<file path="config.mk">
export PLATFORM = sky130hd
export DESIGN_NAME = pipeline_fetch_flat
export DESIGN_NICKNAME = d
export VERILOG_FILES = /design/src/rtl/pipeline_fetch_pkg.sv /design/src/rtl/pipeline_fetch_if.sv /design/src/rtl/pipeline_fetch_fifo.sv /design/src/rtl/pipeline_fetch.sv /design/src/flat_wrapper.sv
export SDC_FILE = /design/constraint.sdc
export NUM_CORES = 1
export LEC_CHECK = 0
export ABC_AREA = 1
export BUFFER_PORTS_ARGS = -buffer_cell sky130_fd_sc_hd__buf_2
export CORE_MARGIN = 2
export CORE_UTILIZATION = 30
export CTS_CLUSTER_SIZE = 25
export DETAILED_ROUTE_END_ITERATION = 10
export PLACE_DENSITY_LB_ADDON = 0.3
export SYNTH_ARGS = -nofsm -noshare
export SYNTH_HDL_FRONTEND = slang
export SYNTH_SLANG_ARGS = --single-unit
</file>
<file path="constraint.sdc">
create_clock -name clk -period 4.8 [get_ports clk]
set_clock_uncertainty 0.2 [all_clocks]
set_input_delay 0.24 -clock clk [delete_from_list [all_inputs] [get_ports clk]]
set_output_delay 0.24 -clock clk [all_outputs]
set_load 0.05 [all_outputs]
</file>
<file path="src/rtl/pipeline_fetch_pkg.sv">
// Shared fetch-stage types: instruction width, NOP encoding, buffered entry, FSM states.
// Latency: n/a (types and constants only).
// Backpressure: n/a.
package riscv_pkg;

  localparam int XLEN = 32;
  localparam logic [XLEN-1:0] NOP_INST = 32'h0000_0013;

  // One instruction as handed to decode: where it came from and what it is.
  typedef struct packed {
    logic [XLEN-1:0] pc;
    logic [XLEN-1:0] inst;
  } fetch_entry_t;

  typedef enum logic [1:0] {
    BOOT  = 2'd0,
    RUN   = 2'd1,
    DRAIN = 2'd2
  } fetch_state_t;

  // Fetch addresses are always word aligned; low bits of a target are ignored.
  function automatic logic [XLEN-1:0] word_align(input logic [XLEN-1:0] addr);
    return addr & ~(XLEN'(3));
  endfunction

endpackage

</file>
<file path="src/rtl/pipeline_fetch_if.sv">
// Bundle of fetch-stage signals: imem request/response, redirect, decode handshake.
// Latency: n/a (wires only).
// Backpressure: imem_req_ready throttles requests, dec_ready throttles delivery.
interface pipeline_fetch_if;
  import riscv_pkg::*;

  logic            imem_req_valid;
  logic            imem_req_ready;
  logic [XLEN-1:0] imem_req_addr;
  logic            imem_rsp_valid;
  logic [XLEN-1:0] imem_rsp_data;
  logic            redirect_valid;
  logic [XLEN-1:0] redirect_pc;
  logic            dec_ready;
  logic            out_valid;
  logic [XLEN-1:0] out_inst;
  logic [XLEN-1:0] out_pc;

  // Fetch stage side.
  modport master (
    output imem_req_valid, imem_req_addr, out_valid, out_inst, out_pc,
    input  imem_req_ready, imem_rsp_valid, imem_rsp_data,
           redirect_valid, redirect_pc, dec_ready
  );

  // Memory / pipeline side.
  modport slave (
    input  imem_req_valid, imem_req_addr, out_valid, out_inst, out_pc,
    output imem_req_ready, imem_rsp_valid, imem_rsp_data,
           redirect_valid, redirect_pc, dec_ready
  );

endinterface

</file>
<file path="src/rtl/pipeline_fetch_fifo.sv">
// Small register-based FIFO with synchronous clear and occupancy count.
// Latency: push visible at head next cycle; head read is combinational from storage.
// Backpressure: push ignored when full (unless popping), pop ignored when empty.
module fetch_fifo #(
  parameter int WIDTH = 32,
  parameter int DEPTH = 2
) (
  input  logic                   clk,
  input  logic                   rst,
  input  logic                   push,
  input  logic [WIDTH-1:0]       push_data,
  input  logic                   pop,
  output logic [WIDTH-1:0]       pop_data,
  input  logic                   clear,
  output logic                   full,
  output logic                   empty,
  output logic [$clog2(DEPTH):0] count
);

  localparam int AW = $clog2(DEPTH);
  localparam int CW = AW + 1;

  logic [WIDTH-1:0] mem [DEPTH];
  logic [AW-1:0]    wr_ptr;
  logic [AW-1:0]    rd_ptr;
  logic             do_push;
  logic             do_pop;

  assign full     = (count == CW'(DEPTH));
  assign empty    = (count == '0);
  assign do_pop   = pop && !empty;
  assign do_push  = push && (!full || do_pop) && !clear;
  assign pop_data = mem[rd_ptr];

  // Pointer and occupancy bookkeeping; clear empties the queue in one cycle.
  always_ff @(posedge clk) begin
    if (rst || clear) begin
      wr_ptr <= '0;
      rd_ptr <= '0;
      count  <= '0;
    end else begin
      if (do_push) wr_ptr <= wr_ptr + AW'(1);
      if (do_pop)  rd_ptr <= rd_ptr + AW'(1);
      count <= count + CW'(do_push) - CW'(do_pop);
    end
  end

  // Storage array; contents are don't-care until written.
  always_ff @(posedge clk) begin
    if (do_push) mem[wr_ptr] <= push_data;
  end

endmodule

</file>
<file path="src/rtl/pipeline_fetch.sv">
// Instruction fetch: owns the PC, issues imem requests, pairs responses with PCs for decode.
// Latency: imem response at cycle T is presented on out_* at T+1.
// Backpressure: requests only while outstanding+buffered < FIFO_DEPTH; out_* hold while !dec_ready.
module pipeline_fetch
  import riscv_pkg::*;
#(
  parameter logic [XLEN-1:0] RESET_PC   = 32'h0000_0000,
  parameter int              FIFO_DEPTH = 2
) (
  input logic             clk,
  input logic             rst,
  pipeline_fetch_if.master bus
);

  localparam int CW = $clog2(FIFO_DEPTH) + 1;

  localparam logic [1:0] ST_BOOT  = BOOT;
  localparam logic [1:0] ST_RUN   = RUN;
  localparam logic [1:0] ST_DRAIN = DRAIN;

  logic [XLEN-1:0] pc_q;
  logic [XLEN-1:0] last_pc_q;
  logic [1:0]      state_q;
  logic [1:0]      state_d;
  logic [CW-1:0]   outstanding_q;
  logic [CW-1:0]   drop_cnt_q;
  logic [CW-1:0]   drop_cnt_d;
  logic [CW-1:0]   out_count;
  logic [CW-1:0]   pend_count;
  logic [CW:0]     inflight_sum;

  logic            credit_ok;
  logic            req_fire;
  logic            rsp_ok;
  logic            rsp_drop;
  logic            rsp_keep;
  logic            out_fire;
  logic            redirect;

  logic            pend_full;
  logic            pend_empty;
  logic [XLEN-1:0] pend_pc;
  logic            out_full;
  logic            out_empty;
  logic [$bits(fetch_entry_t)-1:0] out_head_raw;
  fetch_entry_t    out_head;
  fetch_entry_t    out_push_entry;
  logic            unused_pend_count;

  assign redirect     = bus.redirect_valid;
  assign inflight_sum = {1'b0, outstanding_q} + {1'b0, out_count};
  assign credit_ok    = (inflight_sum < (CW+1)'(FIFO_DEPTH)) && !pend_full;

  assign bus.imem_req_valid = (state_q != ST_BOOT) && !redirect && credit_ok;
  assign bus.imem_req_addr  = pc_q;
  assign req_fire           = bus.imem_req_valid && bus.imem_req_ready;

  // Every response retires the oldest pending PC; it is kept only if not stale.
  assign rsp_ok   = bus.imem_rsp_valid && !pend_empty;
  assign rsp_drop = rsp_ok && (drop_cnt_q != '0);
  assign rsp_keep = rsp_ok && (drop_cnt_q == '0) && !redirect && !out_full;

  assign out_head       = fetch_entry_t'(out_head_raw);
  assign out_push_entry = '{pc: pend_pc, inst: bus.imem_rsp_data};

  assign bus.out_valid = !out_empty && !redirect;
  assign bus.out_inst  = out_empty ? NOP_INST  : out_head.inst;
  assign bus.out_pc    = out_empty ? last_pc_q : out_head.pc;
  assign out_fire      = bus.out_valid && bus.dec_ready;

  // Occupancy of the pending queue mirrors outstanding_q and is not needed here.
  assign unused_pend_count = ^pend_count;

  fetch_fifo #(.WIDTH(XLEN), .DEPTH(FIFO_DEPTH)) u_pend_q (
    .clk       (clk),
    .rst       (rst),
    .push      (req_fire),
    .push_data (pc_q),
    .pop       (rsp_ok),
    .pop_data  (pend_pc),
    .clear     (1'b0),
    .full      (pend_full),
    .empty     (pend_empty),
    .count     (pend_count)
  );

  fetch_fifo #(.WIDTH($bits(fetch_entry_t)), .DEPTH(FIFO_DEPTH)) u_out_q (
    .clk       (clk),
    .rst       (rst),
    .push      (rsp_keep),
    .push_data (out_push_entry),
    .pop       (out_fire),
    .pop_data  (out_head_raw),
    .clear     (redirect),
    .full      (out_full),
    .empty     (out_empty),
    .count     (out_count)
  );

  // On redirect every request still in flight becomes stale, minus one retiring now.
  always_comb begin
    drop_cnt_d = drop_cnt_q;
    if (redirect) begin
      drop_cnt_d = outstanding_q + CW'(req_fire) - CW'(rsp_ok);
    end else if (rsp_drop) begin
      drop_cnt_d = drop_cnt_q - CW'(1);
    end
  end

  // Sequencing: one BOOT cycle, then RUN, with DRAIN while stale responses are due.
  always_comb begin
    state_d = state_q;
    if (redirect) begin
      state_d = (drop_cnt_d != '0) ? ST_DRAIN : ST_RUN;
    end else begin
      case (state_q)
        ST_BOOT:  state_d = ST_RUN;
        ST_RUN:   state_d = ST_RUN;
        ST_DRAIN: state_d = (drop_cnt_d == '0) ? ST_RUN : ST_DRAIN;
        default:  state_d = ST_BOOT;
      endcase
    end
  end

  // PC, counters, FSM and last-delivered PC registers.
  always_ff @(posedge clk) begin
    if (rst) begin
      pc_q          <= RESET_PC;
      last_pc_q     <= RESET_PC;
      state_q       <= ST_BOOT;
      outstanding_q <= '0;
      drop_cnt_q    <= '0;
    end else begin
      if (redirect) begin
        pc_q <= word_align(bus.redirect_pc);
      end else if (req_fire) begin
        pc_q <= pc_q + XLEN'(4);
      end
      if (out_fire) last_pc_q <= out_head.pc;
      outstanding_q <= outstanding_q + CW'(req_fire) - CW'(rsp_ok);
      drop_cnt_q    <= drop_cnt_d;
      state_q       <= state_d;
    end
  end

endmodule

</file>
<file path="src/flat_wrapper.sv">
// flat-port wrapper written by rule: the top's interface ports become plain ports
module pipeline_fetch_flat import riscv_pkg::*;
#(
  parameter logic [XLEN-1:0] RESET_PC   = 32'h0000_0000,
  parameter int              FIFO_DEPTH = 2
)
  (clk, rst, bus_imem_req_valid, bus_imem_req_addr, bus_out_valid, bus_out_inst, bus_out_pc, bus_imem_req_ready, bus_imem_rsp_valid, bus_imem_rsp_data, bus_redirect_valid, bus_redirect_pc, bus_dec_ready);
  pipeline_fetch_if bus_i ();
  input logic clk;
  input logic rst;
  output wire logic [$bits(bus_i.imem_req_valid)-1:0] bus_imem_req_valid;
  output wire logic [$bits(bus_i.imem_req_addr)-1:0] bus_imem_req_addr;
  output wire logic [$bits(bus_i.out_valid)-1:0] bus_out_valid;
  output wire logic [$bits(bus_i.out_inst)-1:0] bus_out_inst;
  output wire logic [$bits(bus_i.out_pc)-1:0] bus_out_pc;
  input wire logic [$bits(bus_i.imem_req_ready)-1:0] bus_imem_req_ready;
  input wire logic [$bits(bus_i.imem_rsp_valid)-1:0] bus_imem_rsp_valid;
  input wire logic [$bits(bus_i.imem_rsp_data)-1:0] bus_imem_rsp_data;
  input wire logic [$bits(bus_i.redirect_valid)-1:0] bus_redirect_valid;
  input wire logic [$bits(bus_i.redirect_pc)-1:0] bus_redirect_pc;
  input wire logic [$bits(bus_i.dec_ready)-1:0] bus_dec_ready;
  assign bus_imem_req_valid = bus_i.imem_req_valid;
  assign bus_imem_req_addr = bus_i.imem_req_addr;
  assign bus_out_valid = bus_i.out_valid;
  assign bus_out_inst = bus_i.out_inst;
  assign bus_out_pc = bus_i.out_pc;
  assign bus_i.imem_req_ready = bus_imem_req_ready;
  assign bus_i.imem_rsp_valid = bus_imem_rsp_valid;
  assign bus_i.imem_rsp_data = bus_imem_rsp_data;
  assign bus_i.redirect_valid = bus_redirect_valid;
  assign bus_i.redirect_pc = bus_redirect_pc;
  assign bus_i.dec_ready = bus_dec_ready;
  pipeline_fetch #(.RESET_PC(RESET_PC), .FIFO_DEPTH(FIFO_DEPTH)) u_core (.clk(clk), .rst(rst), .bus(bus_i));
endmodule
</file>
==> flow_metrics.env <==
export IMPL_yosysMostFrequentCell="nand2_1"
export IMPL_powerDensity_nw_per_um2=419
export IMPL_initial_core_util_pct=30.6
export IMPL_cts_num_sinks=260
export IMPL_async_flop_share_pct=0
export IMPL_overflow=0
export IMPL_ant_nets=0
export IMPL_intPower_uw=4240
export IMPL_setup_viol=0
export IMPL_antenna_found_initial=0
export IMPL_status="completed"
export IMPL_fill_cells=3477
export IMPL_seqCellArea_um2=7050
export IMPL_layout_nets=1308
export IMPL_wl_per_cell_um=15.2
export IMPL_cts_buffers=29
export IMPL_hpwlAfterDp_mm=17.0
export IMPL_synthTopCellsByArea="edfxtp_1 51%, dfxtp_1 14%, nand2_1 8.4%"
export IMPL_ys_types=38
export IMPL_floorplan_rows=69
export IMPL_tns_ns=0
export IMPL_clk_pin_slew_ns=0.06
export IMPL_finalMaxSlewViolations=0
export IMPL_critPathArrivalTime_ns=2.74
export IMPL_finalCriticalPeriod_ns=3.18
export IMPL_setup_worst_path_start_class="flop"
export IMPL_root_buffer="clkbuf_16"
export IMPL_post_route_util_pct=38.7
export IMPL_final_hold_viol_count=0
export IMPL_io_buffers=161
export IMPL_cts_max_level=1
export IMPL_synth_largest_area_cell="edfxtp_1"
export IMPL_fmax_ghz=0.315
export IMPL_critPathKind="reg -> out"
export IMPL_clock_latency_ns=0.54
export IMPL_worst_path_max_fanout=32
export IMPL_drtIter0Drc=426
export IMPL_combinationalPowerShare_pct=14.5
export IMPL_final_layout_size_suffix_gt1_share_pct=21.5
export IMPL_vdd_ir_drop_worst_uv=225
export IMPL_hold_buffers=64
export IMPL_grt_pass1_wl_mm=40.3
export IMPL_vias_per_cell=4.50
export IMPL_synth_top_area_share_pct=50.7
export IMPL_die_area_um2=37900
export IMPL_clkPwrFrac_pct=38.9
export IMPL_synth_main_ff_cell="edfxtp_1"
export IMPL_dieWidth_um=195
export IMPL_hold_path_class="in -> reg"
export IMPL_period_share_pct=66.2
export IMPL_power_uw=5780
export IMPL_worst_pin_slew_ns=1.12
export IMPL_diodes=0
export IMPL_dieHeight_um=195
export IMPL_maxCapViolations=0
export IMPL_required_ns=4.36
export IMPL_whs_ns=0.0781
export IMPL_grt_pass1_vias=7243
export IMPL_cts_max_path_buffers=3
export IMPL_avgSynthCellArea_um2=10.8
export IMPL_synth_edff_count=184
export IMPL_cts_resized=0
export IMPL_seq_power_share_pct=46.6
export IMPL_slew_headroom_pct=25.4
export IMPL_cp_end_kind="output pin"
export IMPL_globalplace_congestion=0.862
export IMPL_drt_wl_total_mm=26.1
export IMPL_post_place_ws_ns=1.72
export IMPL_setup_ws_ns=1.62
export IMPL_synth_commonest_cells="243 x nand2_1, 184 x edfxtp_1, 86 x a21oi_1"
export IMPL_syn_to_final_growth_pct=26.7
export IMPL_seq_area_frac_synth_pct=64.6
export IMPL_ios=168
export IMPL_post_route_drc_count=0
export IMPL_sw_frac_of_total_pct=26.6
export IMPL_num_vias=7711
export IMPL_rsz0062_at_grt="false"
export IMPL_power_switching_uw=1540
export IMPL_yosys_warnings=0
export IMPL_ys_ff_latch=260
export IMPL_coreArea_um2=35700
export IMPL_multi_input_area_um2=3430
export IMPL_cts_tree="done"
export IMPL_synthesis_area_um2=10900
export IMPL_post_cts_buffers=0
export IMPL_track_usage_pct=13.4
export IMPL_firstDrtPassIters=5
export IMPL_grt_max_degree=91
export IMPL_synthCells=1007
export IMPL_leakage_uw=0.00529
==> metal layers <==
| metal | routed length [um] | up-vias | GRT usage [%] |
|---|---|---|---|
| met3 | 1160 | 40 | 2.06 |
| met2 | 11500 | 201 | 20.9 |
| met4 | 571 | 0 | 3.36 |
| met5 | 0 | - | 0 |
| li1 | - | 3898 | - |
| met1 | 12800 | 3572 | 19.4 |
==> logic make-up (layout without fill, tap and decap cells) <==
group	count (synthesis)	in the layout	share of synthesized area (%)
multiplexers	60	60	5.85
AND/OR/NAND/NOR	363	363	13.4
flip-flops	260	260	64.6
buffers and inverters	112	354	4.26
AO/OA/AOI/OAI	187	187	9.51
XOR/XNOR	15	15	1.20
adder cells (fa/ha/maj)	9	9	1.10
other	1	4	0.0344
==> critical path, cell delays in order, from the launching register on <==
cell and delay, ns:
dfxtp_2 0.84, inv_1 0.75, nand2_1 0.20, a21oi_1 0.10
buf_2 0.27
==> cells in the final DEF (no fill, tap or decap), drive strengths merged, types with 3 or more instances in the layout <==
master | synthesis | final
a21oi | 86 | 86
a31oi | 4 | 4
buf | 22 | 172
bufinv | 0 | 4
clkbuf | 26 | 37
clkinv | 0 | 7
clkinvlp | 0 | 4
conb | 1 | 4
dfxtp | 76 | 76
dlygate4sd3 | 0 | 64
edfxtp | 184 | 184
ha | 8 | 8
inv | 64 | 66
mux2 | 30 | 30
mux2i | 30 | 30
nand2 | 245 | 245
nand3 | 31 | 31
nand4 | 3 | 3
nor2 | 81 | 81
o211ai | 3 | 3
o21a | 31 | 31
o21ai | 58 | 58
xnor2 | 6 | 6
xor2 | 9 | 9
==> power groups by stage <==
stage	registers (uW)	clock network, uW	logic [uW]
2_1_floorplan	2780	0	516
3_3_place_gp	2730	0	792
3_5_place_dp	2740	0	803
4_1_cts	2690	2310	847
5_1_grt	2710	2390	919
6_report	2690	2250	837
==> final cells by class <==
cell class / count / area share [%]
Multi-Input combinational cell: 638 / 24.9
Clock buffer: 37 / 5.62
Timing Repair Buffer: 236 / 11.1
Tap cell: 461 / 4.18
Sequential cell: 260 / 51.0
Clock inverter: 17 / 1.51
Inverter: 64 / 1.74
==> per-stage QoR <==
| step | instances | area [um2] |
|---|---|---|
| floorplan | 1010 | 10900 |
| global placement | 1595 | 12200 |
| detailed placement | 1595 | 12200 |
| CTS | 1713 | 13800 |
| global route | 1713 | 13800 |
| finish | 1713 | 13800 |
==> registers in the layout (all words and copies together), names as in the netlist, named ones only <==
signal                    flops
u_core.bus.imem_req_addr     30
u_core.drop_cnt_q             2
u_core.last_pc_q             30
u_core.outstanding_q          2
u_core.state_q                2
u_core.u_out_q.count          2
u_core.u_out_q.mem          124
u_core.u_out_q.rd_ptr         1
u_core.u_out_q.wr_ptr         1
u_core.u_pend_q.count         2
u_core.u_pend_q.mem          60
u_core.u_pend_q.rd_ptr        1
u_core.u_pend_q.wr_ptr        1
==> path summary, 6_finish.rpt <==
path,startpoint,slack [ns],cells past startpoint,end
max,flop,1.62,4,bus_out_inst[27]
min,rst,0.08,2,u_core.drop_cnt_q[1]$_SDFF_PP0_
max reg2reg,u_core.u_out_q.count[0]$_SDFF_PP0_,1.72,14,u_core.state_q[0]$_SDFF_PP0_
min reg2reg,u_core.u_pend_q.rd_ptr$_SDFFE_PP0P_,0.26,1,u_core.u_pend_q.rd_ptr$_SDFFE_PP0P_
Note: power is estimated with default switching activity, not from simulation.
